## config.mk

```make
export PLATFORM = sky130hd
export DESIGN_NAME = out_bcd_display
export DESIGN_NICKNAME = d
export VERILOG_FILES = /design/src/rtl/out_bcd_display.sv
export SDC_FILE = /design/constraint.sdc
export NUM_CORES = 1
export LEC_CHECK = 0
export ABC_AREA = 1
export CAP_MARGIN = 30
export CORE_ASPECT_RATIO = 0.9
export CORE_MARGIN = 5
export CORE_UTILIZATION = 45
export DETAILED_ROUTE_END_ITERATION = 10
export GPL_TIMING_DRIVEN = 1
export PLACE_DENSITY = 0.7
export RECOVER_POWER = 50
export SYNTH_ARGS = -nofsm -noshare
export SYNTH_HDL_FRONTEND = slang
export SYNTH_SLANG_ARGS = --single-unit
```

## constraint.sdc

```tcl
create_clock -name clk -period 6.1 [get_ports clk]
set_clock_uncertainty 0.15 [all_clocks]
set_input_delay 0.61 -clock clk [delete_from_list [all_inputs] [get_ports clk]]
set_output_delay 0.61 -clock clk [all_outputs]
set_load 0.02 [all_outputs]
```

## src/rtl/out_bcd_display.sv

```systemverilog
// Display back-end for the CPU out port: converts each new 16-bit value to five
// BCD digits with a serial double-dabble engine and scans them onto a 7-segment display.
module out_bcd_display #(
    parameter int SCAN_DIV = 1000,
    parameter int BLANK_LZ = 1
) (
    input  logic        clk,
    input  logic        rst,
    input  logic [15:0] value,
    output logic [19:0] bcd,
    output logic        busy,
    output logic        done,
    output logic [4:0]  digit_en,
    output logic [6:0]  seg
);

    localparam int DIV_W = (SCAN_DIV > 1) ? $clog2(SCAN_DIV) : 1;

    typedef enum logic [0:0] {
        ST_IDLE = 1'b0,
        ST_CONV = 1'b1
    } state_t;

    state_t             state_r;
    logic [15:0]        last_r;
    logic [35:0]        shift_r;
    logic [3:0]         iter_r;
    logic [DIV_W-1:0]   div_r;

    logic [35:0]        step_s;
    logic [4:0]         next_en_s;
    logic [3:0]         nib_s;
    logic [6:0]         seg_next_s;
    logic               div_wrap_s;

    // One double-dabble iteration: add 3 to every BCD nibble >= 5, then shift left.
    function automatic logic [35:0] dabble_step(input logic [35:0] sr);
        logic [35:0] adj;
        adj = sr;
        for (int k = 0; k < 5; k++) begin
            if (adj[16 + 4*k +: 4] >= 4'd5) begin
                adj[16 + 4*k +: 4] = adj[16 + 4*k +: 4] + 4'd3;
            end else begin
                adj[16 + 4*k +: 4] = adj[16 + 4*k +: 4];
            end
        end
        return {adj[34:0], 1'b0};
    endfunction

    function automatic logic [6:0] seg_decode(input logic [3:0] d);
        logic [6:0] s;
        case (d)
            4'd0:    s = 7'b1000000;
            4'd1:    s = 7'b1111001;
            4'd2:    s = 7'b0100100;
            4'd3:    s = 7'b0110000;
            4'd4:    s = 7'b0011001;
            4'd5:    s = 7'b0010010;
            4'd6:    s = 7'b0000010;
            4'd7:    s = 7'b1111000;
            4'd8:    s = 7'b0000000;
            4'd9:    s = 7'b0010000;
            default: s = 7'b1111111;
        endcase
        return s;
    endfunction

    function automatic logic [3:0] nibble_sel(input logic [19:0] b, input logic [4:0] onehot);
        logic [3:0] n;
        n = 4'd0;
        for (int k = 0; k < 5; k++) begin
            if (onehot[k]) begin
                n = b[4*k +: 4];
            end else begin
                n = n;
            end
        end
        return n;
    endfunction

    // True when the selected digit (never digit 0) and all digits above it are zero.
    function automatic logic upper_zero(input logic [19:0] b, input logic [4:0] onehot);
        logic z;
        z = 1'b0;
        for (int k = 1; k < 5; k++) begin
            if (onehot[k] && ((b >> (4*k)) == 20'd0)) begin
                z = 1'b1;
            end else begin
                z = z;
            end
        end
        return z;
    endfunction

    // Next shift-register value, next digit select and its segment pattern.
    always_comb begin
        step_s     = dabble_step(shift_r);
        next_en_s  = {digit_en[3:0], digit_en[4]};
        nib_s      = nibble_sel(bcd, next_en_s);
        div_wrap_s = (div_r == DIV_W'(SCAN_DIV - 1));
        if ((BLANK_LZ != 0) && upper_zero(bcd, next_en_s)) begin
            seg_next_s = 7'b1111111;
        end else begin
            seg_next_s = seg_decode(nib_s);
        end
    end

    // Conversion FSM: samples value on change, then runs 16 dabble iterations.
    always_ff @(posedge clk) begin
        if (rst) begin
            state_r <= ST_IDLE;
            last_r  <= 16'd0;
            shift_r <= 36'd0;
            iter_r  <= 4'd0;
            bcd     <= 20'd0;
            busy    <= 1'b0;
            done    <= 1'b0;
        end else begin
            done <= 1'b0;
            case (state_r)
                ST_IDLE: begin
                    if (value != last_r) begin
                        last_r  <= value;
                        shift_r <= {20'd0, value};
                        iter_r  <= 4'd0;
                        busy    <= 1'b1;
                        state_r <= ST_CONV;
                    end else begin
                        state_r <= ST_IDLE;
                    end
                end
                ST_CONV: begin
                    shift_r <= step_s;
                    iter_r  <= iter_r + 4'd1;
                    if (iter_r == 4'd15) begin
                        bcd     <= step_s[35:16];
                        done    <= 1'b1;
                        busy    <= 1'b0;
                        state_r <= ST_IDLE;
                    end else begin
                        state_r <= ST_CONV;
                    end
                end
                default: begin
                    busy    <= 1'b0;
                    state_r <= ST_IDLE;
                end
            endcase
        end
    end

    // Free-running scan: seg and digit_en move together on each divider wrap.
    always_ff @(posedge clk) begin
        if (rst) begin
            div_r    <= '0;
            digit_en <= 5'b00001;
            seg      <= 7'b1000000;
        end else if (div_wrap_s) begin
            div_r    <= '0;
            digit_en <= next_en_s;
            seg      <= seg_next_s;
        end else begin
            div_r    <= div_r + DIV_W'(1);
        end
    end

endmodule

```

# Yosys cells after proc, flatten, opt, wreduce, memory -nomap -nowiden
# Memory sizes are Yosys's and may differ from the RTL's.
# Index checks and enable logic that the tools add are counted.
# classes
addsub,7
order_cmp,5
n_eq_ne,5
n_mux,26
bitwise_logic,1
n_reduce_logical,13
# ops
op,n
$logic_not A20 Y1,4
$pmux W36 S2,1
$mux W4,10
$mux W36,1
$ge A4 B3 Y1 const B,5
$add A4 B2 Y4 const B,4
$ne A16 B16 Y1,1
$add A10 B1 Y10 const B,1
$eq A10 B10 Y1 const B,1
$mux W1,9
$pmux W4 S2,1
$mux W7,1
$reduce_and A2 Y1,3
$add A4 B1 Y4 const B,1
$eq A4 B4 Y1 const B,1
$logic_and A1 B1 Y1,4
$pmux W1 S2,2
$reduce_or A2 Y1,2
$add A3 B2 Y3 const B,1
$mux W3,1
$ne A2 B1 Y1 const B,1
$ne A2 B2 Y1 const B,1
$not A1 Y1,1
# word_totals
regBits,101
romBits,112
output_inout_bits,34
word_cells,68
n_memories,1
# memory_table
memory,words,word_bits,read_ports,rd_clocked_by_memory_dff,wr,line,text
(no name shown),16,7,1,0,0,52,case (d)

# Depth between registers and ports, before layout
# Gate-level depths: netlist of the first run.
# depth
depth_word,7
depth_mapped,14
depth_no_buf,14

# Worst setup path after synthesis of the first run
# OpenSTA, ideal clock, no wires.
# synth_timing
path_kind,register -> register
start,register digit_en[3]
end,register seg[0]
setup_ns,0.112
arrival_ns,1.826
required_ns,5.838
path_slack_ns,4.012
stages_incl_launch_ff,12
n_path_buf,1
period_less_slack_ns,2.088
cell_sequence,dfxtp_1 > clkbuf_1 > a21oi_1 > a21boi_0 > inv_1 > ha_1 > inv_1 > nand3_1 > nand3_1 > nand3_1 > nand2_1 > nand2_1
# synth_via
elab_chain_cells,3
elab_cells_between_ends,5
cone_classes,3 x mux; 1 x reduce/logical; 1 x memory
# synth_lines
element,line,text
"start, declared",13,"output logic [4:0] digit_en,"
"start signal, assigned",160,digit_en <= next_en_s;
$mux W4 / $logic_and A1 B1 Y1 (equally long branches),"72, 86",
$mem_v2 Z16 W7 / $mux W1 (equally long branches),-,
$mux W7 *,101,"if ((BLANK_LZ != 0) && upper_zero(bcd, next_en_s)) begin"
"end signal, assigned",161,seg <= seg_next_s;
"end, declared",14,output logic [6:0] seg
# Mark *: on every way between the ends. The rest lies on a longest branch, timed or not.
# A chain may end at the register's enable or synchronous reset.

# Worst setup path after layout of the first run
# layout_timing
start,input rst
end,register div_r[8]
# layout_via
elab_chain_cells,1
# layout_lines
element,line,text
"start, declared",8,"input logic rst,"
$reduce_or A2 Y1 (no source line),-,
"end signal, assigned",163,div_r <= div_r + DIV_W'(1);
"end, declared",28,logic [DIV_W-1:0] div_r;
# No other way between the ends.

==> qor.csv, run 1 <==
stage;metric;value;unit
run_status;status;complete, but fails checks;
run_status;violations;capacitance limit, slew limit;
place;portBuffers;51;
global_route;grt_max_degree;43;
power_and_ir_drop;p_int;0.00105;W
floorplan;row_count;36;
hold_path;hp-class;reg2reg;
synth;synthesis.area;5020;sq um
critical_path;path_cells;clkbuf_1 -> inv_1 -> nand2_1 -> inv_1 -> o21ai_0 -> a21oi_1;
timing;fin_crit;3.68;ns
detailed_routing;firstDrtPassIters;5;
timing;max_freq;271;MHz
detailed_routing;drc;0;
power_and_ir_drop;power_density;227;nW/um^2
synth;synth.area.top_cells;dfxtp_1, nand2_1, nand3_1;
detailed_routing;via_count;4629;
synth;netlist.area_leader.share;40.3;%
hold_path;whs_endpoint;seg[5]$_SDFFE_PP0P_;
synth;synthCells;691;
synth;synth_top_cell_by_area;dfxtp_1;
power_and_ir_drop;design_power_total;0.00134;W
timing;finalHoldViolCount;0;
global_route;grt_overflow_total;0;
global_route;first_global_vias;4278;
timing;finalSetupViolCount;0;
place;place.gp.congestion;0.873;
critical_path;r2r_end;bcd[14]$_SDFFE_PP0P_;
synth;synth_cell_types;36;
clocking;cts_root_buf;clkbuf_16;
timing;tightest_slew;2.19;ns
clocking;cts_sinks;101;
synth;synth-edff-count;0;
synth;synth_warnings;0;
detailed_routing;drt-vias-per-instance;5.24;
synth;synth_flop_cell;dfxtp_1;
global_route;grt_util_all_layers;18.2;%
critical_path;cp_max_fo;42;
synth;seq_area_frac_synth;40.3;%
hold_path;hp-start;seg[5]$_SDFFE_PP0P_;
power_and_ir_drop;swShare;21.9;%
synth;avgSynthCellArea;7.27;sq um
critical_path;cp-start-kind;primary input;
clocking;post_cts_resize_count;0;
synth;yosysMostFrequentCell;nand2_1;
synth;netlist_top_cells_count;nand2_1, dfxtp_1, inv_1, nand3_1, a21oi_1;
critical_path;crit_required;6.18;ns
floorplan;start_util;46.3;%
critical_path;reg2reg_slack;3.40;ns
critical_path;crit_path_end_kind;flop;
clocking;cts-buffers-inserted;9;
detailed_routing;drt_iter0_drc;349;
clocking;clkLatencyLatePin;0.34;ns
floorplan;dieArea;13400;sq um
floorplan;ios;52;
global_route;grt_pass1_wl;19.8;mm
timing;setup_tns;0;ns
floorplan;core_area;10900;sq um
critical_path;crit_family;buffers and inverters;
floorplan;die_h;110;um
synth;synth-async-reset-ratio;0;%
place;post-dp-hpwl;8.41;mm
final_layout;fin_util;54.4;%
detailed_routing;wl_per_cell;13.4;um
timing;finalCritPeriodShare;60.4;%
final_layout;syn_to_final_growth;17.6;%
final_layout;nNetsFinal;763;
critical_path;crit_type;in2reg;
clocking;post-cts-setup-buffers;0;
timing;final_max_slew_viol_count;43;
power_and_ir_drop;p_leak;2.62;nW
power_and_ir_drop;pwr-share-seq;51.3;%
critical_path;cp.arrival;3.76;ns
critical_path;slowest_stage;clkbuf_1;
synth;ys_ff_latch;101;
clocking;ctsHoldBuffers;0;
global_route;grt_antenna_before_repair;0;
timing;rsz0062_at_grt;no;
critical_path;crit_buf_inv;3;
critical_path;reg2reg_from;state_r$_SDFF_PP0_;
detailed_routing;wl;11.8;mm
critical_path;worst_path_most_repeated_cell;inv_1;
clocking;cts_tree;yes;
floorplan;chipWidth;121;um
power_and_ir_drop;switchingPower;0.000293;W
clocking;clk_pin_slew;0.06;ns
timing;slew_headroom;-45.8;%
critical_path;rr_worst_depth;5;
hold_path;holdPathStages;2;
final_layout;drive_gt1_share;7.38;%
critical_path;cpPeakStageDelay;1.52;ns
final_layout;diodes;0;
power_and_ir_drop;comb_power_share;6.1;%
final_layout;fillers;1034;
synth;syn_nets;726;
power_and_ir_drop;p_clk_share;42.7;%
power_and_ir_drop;irDropWorstVdd;0.127;mV
detailed_routing;antenna_left;0;
clocking;htree_num_levels;3;
clocking;clock_path_buffers;2;
job;drv_cap;1;
-- routing by layer --
metal / share of wire (%) / track usage, %
met5: 0 / 0
met4: 0.98 / 5.20
met3: 6.4 / 5.10
met2: 46 / 30.3
met1: 46 / 23.1
-- power groups by stage --
stage | logic, W | registers, W | clock network [W]
final | 0.0000812 | 0.000687 | 0.000571
after CTS | 0.0000795 | 0.000687 | 0.000585
after detailed placement | 0.0000794 | 0.000701 | 0
after global routing | 0.0000913 | 0.000688 | 0.000611
after global placement | 0.0000772 | 0.000700 | 0
after floorplan | 0.0000544 | 0.000698 | 0
-- area by class of cell --
class                      count  area (sq um)  share of cell area [%]
multi-input combinational    495          2600                    44.1
inverter                      67           251                    4.26
sequential                   101          2020                    34.2
clock buffer                  14           264                    4.47
timing repair buffer          54           547                    9.26
tap                          152           190                    3.22
clock inverter                 1          30.0                   0.508
-- how the worst max path moves through the flow --
| stage | from | end | depth (start not counted) |
|---|---|---|---|
| 2_1_floorplan | digit_en[3]$_SDFFE_PP0P_ | seg[0]$_SDFFE_PP0P_ | 11 |
| 3_3_place_gp | rst | div_r[8]$_SDFF_PP0_ | 6 |
| 3_5_place_dp | rst | div_r[8]$_SDFF_PP0_ | 6 |
| 4_1_cts | rst | div_r[8]$_SDFF_PP0_ | 6 |
| 5_1_grt | rst | seg[4]$_SDFFE_PP0P_ | 6 |
| 6_report | rst | div_r[8]$_SDFF_PP0_ | 6 |
-- sequential cells by signal, summed over array words and instances (netlist names) --
register	flops
div_r	10
busy	1
digit_en	5
iter_r	4
bcd	20
shift_r	36
last_r	16
seg	7
state_r	1
done	1
-- stage by stage --
| stage | hold slack (ns) | setup slack, ns | cell area [sq um] | instances |
|---|---|---|---|---|
| 6_report | 0.297 | 2.42 | 5910 | 884 |
| 2_1_floorplan | 0.268 | 4.01 | 5020 | 691 |
| 3_3_place_gp | 0.278 | 2.88 | 5590 | 868 |
| 3_5_place_dp | 0.290 | 2.74 | 5590 | 868 |
| 4_1_cts | 0.303 | 3.10 | 5880 | 883 |
| 5_1_grt | 0.319 | 2.15 | 5910 | 884 |
-- cell families after synthesis --
logic type | synth area share (%)
simple gates | 30.2
fa+ha+maj | 4.24
xor+xnor | 4.01
flops | 40.3
buf+inv | 7.87
compound gates | 13.5
-- cell usage in the layout (no fill, tap or decap), types with 3 or more instances in the layout --
cell type	synthesis	final
a22o_1	8	8
nand2_2	10	10
clkbuf_1	12	4
o21ai_0	29	29
inv_2	3	3
a21oi_1	56	56
ha_1	17	17
clkdlybuf4s50_1	0	16
dfxtp_1	101	101
dlygate4sd3_1	0	34
nor2_1	31	32
clkbuf_16	0	9
inv_1	64	64
nor3_1	5	5
xor2_1	23	23
nand2_1	192	192
nand3_1	64	64
a21oi_2	10	10
o22ai_1	7	7
or2_2	9	9
nand4_1	18	18
-- worst reg2reg max path, stage by stage (launching register included) --
cell	delay, ns
dfxtp_1	0.72
and3_1	0.28
nand2_1	0.07
nor2_1	0.85
inv_1	0.30
o22ai_1	0.26
Power figures use the tool's default switching activity.
==> inputs of run 2 (changes only) <==
Clock period 6.1 ns to 3.45 ns, I/O delays scaled along.
==> run 2 against run 1 <==
Net effect:
- the flow now finishes without violations
- combinational power rose by 77%
- design area decreased by 0.66%
- clock-buffer cell count fell by 2
- die area unchanged
- sequential power grew 76%
- routed wire length fell by 1.4%
- clock power rose by 73%
- register-to-register slack got worse by 2.6 ns
- final cell count fell by 0.11%
- setup slack worse by 1.7 ns
- first-iteration DRC count grew 29%
==> qor.csv, run 2 (synthesis gave the netlist of run 1 again) <==
stage;metric;value;unit
global_route;grt_pass1_wl;20.1;mm
critical_path;reg2reg_from;iter_r[0]$_SDFFE_PP0P_;
detailed_routing;wl;11.7;mm
power_and_ir_drop;power_density;399;nW/um^2
timing;fin_crit;2.71;ns
timing;slew_headroom;15.6;%
critical_path;slowest_stage;nand2_1;
final_layout;drive_gt1_share;7.39;%
place;dpl_cell_area;5600;sq um
power_and_ir_drop;p_leak;2.61;nW
global_route;grt_antenna_before_repair;0;
critical_path;cp-start-kind;primary input;
final_layout;layout_commonest_cell;nand2_1;
clocking;post-cts-setup-buffers;0;
final_layout;reg_top3;shift_r (36), bcd (20), last_r (16);
critical_path;cp_max_fo;19;
hold_path;hp-class;reg2reg;
global_route;grt_max_degree;43;
clocking;clk_pin_slew;0.06;ns
clocking;post_cts_resize_count;0;
final_layout;fin_util;54.1;%
clocking;clkLatencyLatePin;0.34;ns
clocking;cts_tree;yes;
floorplan;ios;52;
critical_path;r2r_end;bcd[18]$_SDFFE_PP0P_;
critical_path;endpoint;last_r[0]$_SDFFE_PP0P_;
clocking;cts_root_buf;clkbuf_16;
critical_path;cp.arrival;2.80;ns
global_route;grt_overflow_total;0;
detailed_routing;antenna_left;0;
power_and_ir_drop;irDropWorstVdd;0.222;mV
critical_path;crit_type;in2reg;
clocking;clock_path_buffers;2;
clocking;ctsHoldBuffers;0;
place;portBuffers;51;
timing;max_freq;368;MHz
critical_path;crit_start;value[3];
place;place.gp.congestion;0.832;
run_status;status;finished, final reports clean;
clocking;cts-buffers-inserted;9;
hold_path;hp-start;div_r[0]$_SDFF_PP0_;
timing;rsz0062_at_grt;no;
timing;tightest_slew;1.26;ns
detailed_routing;via_count;4599;
timing;finalHoldViolCount;0;
clocking;htree_num_levels;3;
timing;finalCritPeriodShare;78.7;%
critical_path;cpPeakStageDelay;0.56;ns
final_layout;final_area;5870;sq um
critical_path;crit_path_end_kind;flop;
clocking;cts_sinks;101;
timing;final_max_slew_viol_count;0;
floorplan;dieArea;13400;sq um
final_layout;diodes;0;
final_layout;nNetsFinal;763;
floorplan;start_util;46.3;%
place;post-dp-hpwl;8.23;mm
final_layout;syn_to_final_growth;16.8;%
detailed_routing;wl_per_cell;13.2;um
final_layout;regMostFlops;shift_r;
critical_path;rr_worst_depth;6;
final_layout;largest_reg_flops;36;
floorplan;die_h;110;um
detailed_routing;drt_iter0_drc;451;
critical_path;crit_required;3.53;ns
floorplan;core_area;10900;sq um
floorplan;chipWidth;121;um
timing;finalSetupViolCount;0;
critical_path;path_cells;clkdlybuf4s50_1 -> xor2_1 -> nor2_1 -> nand2_1 -> nor2_4 -> nand2_4 -> nand2_1 -> inv_2 -> nand3_1 -> nand2_1;
job;drv_cap;0;
global_route;grt_util_all_layers;18.3;%
detailed_routing;firstDrtPassIters;5;
floorplan;row_count;36;
final_layout;final_cell_mix;nand2_1, dfxtp_1, inv_1, nand3_1, a21oi_1;
critical_path;reg2reg_slack;0.85;ns
power_and_ir_drop;design_power_total;0.00234;W
critical_path;worst_path_most_repeated_cell;nand2_1;
detailed_routing;drc;0;
final_layout;fillers;1048;
global_route;first_global_vias;4410;
detailed_routing;drt-vias-per-instance;5.21;
timing;setup_tns;0;ns
## run 2: cell count changes in the layout (fill, tap and decap cells not counted), sizes merged
| cell | change |
|---|---|
| clkinv | +1 |
| buf | +1 |
| clkbuf | -3 |
## run 2: where the power goes
part | switching, W | internal [W] | leakage [nW] | total (W)
clock | 0.000412 | 0.000574 | 0.139 | 0.000986
sequential | 0.0000174 | 0.00119 | 0.821 | 0.00121
combinational | 0.0000910 | 0.0000534 | 1.65 | 0.000144
total | 0.000520 | 0.00182 | 2.61 | 0.00234
## run 2: layout make-up
class | count | area, sq um | share of cell area, %
Multi-Input combinational cell | 495 | 2590 | 44.2
Clock buffer | 12 | 246 | 4.20
Timing Repair Buffer | 54 | 528 | 9.00
Inverter | 67 | 251 | 4.29
Sequential cell | 101 | 2020 | 34.5
Clock inverter | 2 | 35.0 | 0.597
Tap cell | 152 | 190 | 3.24
## run 2: worst max-delay path: cells and delay by family
family	cells	cell delay (ns)
xor+xnor	1	0.18
buf+inv	2	0.76
simple gates	7	1.49
## run 2: per-stage QoR
step / hold slack, ns / std cells / setup WS, ns
floorplan: 0.268 / 691 / 1.36
global route: 0.324 / 883 / 0.534
detailed placement: 0.288 / 869 / 0.856
CTS: 0.300 / 883 / 1.11
finish: 0.294 / 883 / 0.736
global placement: 0.279 / 869 / 0.896
## run 2: worst min-delay path by stage
stage	cells past startpoint	endpoint	slack, ns
final	1	div_r[0]$_SDFF_PP0_	0.29
after global routing	1	div_r[0]$_SDFF_PP0_	0.32
after CTS	1	div_r[0]$_SDFF_PP0_	0.30
after detailed placement	1	div_r[0]$_SDFF_PP0_	0.29
after global placement	1	div_r[0]$_SDFF_PP0_	0.28
after floorplan	1	div_r[0]$_SDFF_PP0_	0.27
## run 2: metal layers
metal / part of all wire, % / global-route usage, % / up-vias / wire length [um]
met5: 0 / 0 / - / 0
met4: 1.2 / 5.20 / 0 / 140
met3: 6.2 / 4.23 / 15 / 728
met2: 46 / 31.1 / 131 / 5350
met1: 47 / 23.4 / 2132 / 5440
li1: - / - / 2321 / -
==> inputs of run 3 (changes only) <==
Settings changed: PLACE_DENSITY 0.7 to 0.72.
Clock period 3.45 ns to 2.31 ns, I/O delays scaled along.
==> run 3 against run 2 <==
Net effect:
- via count increased by 2.8%
- clock-buffer cell count is 3 lower
- routed wire length up 5.1%
- largest power group is now clock
- worst hold slack worse by 0.022 ns
- critical endpoint unchanged
- utilization grew 1.3 points
- critical path type unchanged
- largest cell class unchanged
==> qor.csv, run 3 (synthesis gave the netlist of run 1 again) <==
stage;metric;value;unit
floorplan;ios;52;
critical_path;path_cells;dlygate4sd3_1 -> xor2_1 -> nor2_1 -> nand2_1 -> nor2_4 -> nand2_4 -> nand2_4 -> inv_1 -> nand3_1 -> nand2_1;
global_route;grt_antenna_before_repair;0;
global_route;grt_util_all_layers;19.0;%
clocking;clock_path_buffers;2;
job;drv_cap;0;
final_layout;diodes;0;
global_route;grt_pass1_wl;20.8;mm
place;dp_slack;0.130;ns
critical_path;crit_family;simple AND/OR/NAND/NOR gates;
timing;finalSetupViolCount;0;
clocking;cts-buffers-inserted;9;
timing;finalHoldViolCount;0;
critical_path;cp-start-kind;primary input;
final_layout;layout_commonest_cell;nand2_1;
clocking;htree_num_levels;3;
timing;finalCritPeriodShare;90.5;%
timing;hold_slack;0.272;ns
final_layout;seq_area;2020;sq um
critical_path;cp.arrival;2.17;ns
timing;tightest_slew;0.667;ns
final_layout;syn_to_final_growth;19.8;%
global_route;first_global_vias;4502;
global_route;grt_max_degree;38;
final_layout;final_cell_mix;nand2_1, dfxtp_1, inv_1;
timing;rsz0062_at_grt;no;
timing;max_freq;478;MHz
place;portBuffers;51;
clocking;cts_sinks;101;
floorplan;die_h;110;um
final_layout;multiInputGateArea;2610;sq um
floorplan;chipWidth;121;um
timing;final_max_slew_viol_count;0;
power_and_ir_drop;p_leak;2.67;nW
detailed_routing;wl_per_cell;13.7;um
critical_path;crit_required;2.39;ns
detailed_routing;firstDrtPassIters;5;
critical_path;crit_path_end_kind;flop;
critical_path;slowest_stage;dlygate4sd3_1;
detailed_routing;wl;12.2;mm
clocking;cts_root_buf;clkbuf_16;
timing;setup_tns;0;ns
place;dp.cells;878;
final_layout;reg_top3;shift_r (36), bcd (20), last_r (16);
run_status;status;finished, final reports clean;
final_layout;fillers;1013;
hold_path;hp-class;in2reg;
clocking;post_cts_resize_count;0;
timing;fin_crit;2.09;ns
place;place.gp.congestion;0.886;
power_and_ir_drop;power_density;640;nW/um^2
detailed_routing;via_count;4730;
critical_path;cp_max_fo;16;
clocking;post-cts-setup-buffers;0;
critical_path;cpPeakStageDelay;0.60;ns
power_and_ir_drop;design_power_total;0.00385;W
timing;slew_headroom;55.6;%
detailed_routing;antenna_left;0;
final_layout;nNetsFinal;772;
floorplan;core_area;10900;sq um
detailed_routing;drt-vias-per-instance;5.30;
detailed_routing;drt_iter0_drc;447;
final_layout;final_cells;893;
final_layout;regMostFlops;shift_r;
power_and_ir_drop;irDropWorstVdd;0.386;mV
clocking;cts_tree;yes;
clocking;ctsHoldBuffers;0;
critical_path;crit_buf_inv;2;
clocking;clk_pin_slew;0.07;ns
detailed_routing;drc;0;
timing;postLayoutSetupSlackWorst;0.218;ns
global_route;grt_overflow_total;0;
final_layout;largest_reg_flops;36;
floorplan;row_count;36;
floorplan;dieArea;13400;sq um
place;post-dp-hpwl;8.77;mm
clocking;clkLatencyLatePin;0.34;ns
final_layout;drive_gt1_share;8.64;%
floorplan;start_util;46.3;%
critical_path;crit_type;in2reg;
## run 3: cell types whose count changed in the layout (fill, tap and decap cells not counted), moves of 2 or more
cell and change:
dlygate4sd3_1 -2, buf_4 +6, bufinv_16 +3, clkdlybuf4s50_1 +2
## run 3: cell type report
cell class,count,area share (%)
tap,152,3.16
sequential,101,33.6
clock inverter,6,2.27
multi-input combinational,495,43.3
clock buffer,9,3.74
inverter,67,4.18
timing repair buffer,63,9.71
## run 3: final timing paths
| path | cells after the start | slack (ns) | endpoint | from |
|---|---|---|---|---|
| worst min register to register | 2 | 0.30 | seg[5]$_SDFFE_PP0P_ | seg[5]$_SDFFE_PP0P_ |
| worst max register to register | 14 | 0.26 | seg[3]$_SDFFE_PP0P_ | digit_en[0]$_SDFFE_PP1P_ |
| worst min-delay path | 2 | 0.27 | shift_r[25]$_SDFFE_PP0P_ | rst |
| worst max-delay path | 10 | 0.22 | last_r[0]$_SDFFE_PP0P_ | value[2] |
## run 3: through the flow
stage               util [%]  instance area, sq um
global placement        52.2                  5660
CTS                     55.5                  6030
floorplan                  -                  5020
finish                  55.4                  6010
detailed placement      52.2                  5660
global route            55.4                  6010
## run 3: per-layer routing
metal,vias to the layer above,wire [um],global-route usage [%]
met3,7,733,4.59
met5,-,0,0
met4,0,74,3.60
li1,2350,-,-
met2,161,5970,33.3
met1,2212,5470,24.1
## run 3: power breakdown
part / total [W] / internal, W / switching (W)
Clock: 0.00182 / 0.00116 / 0.000654
Combinational: 0.000224 / 0.0000845 / 0.000139
Sequential: 0.00181 / 0.00178 / 0.0000288
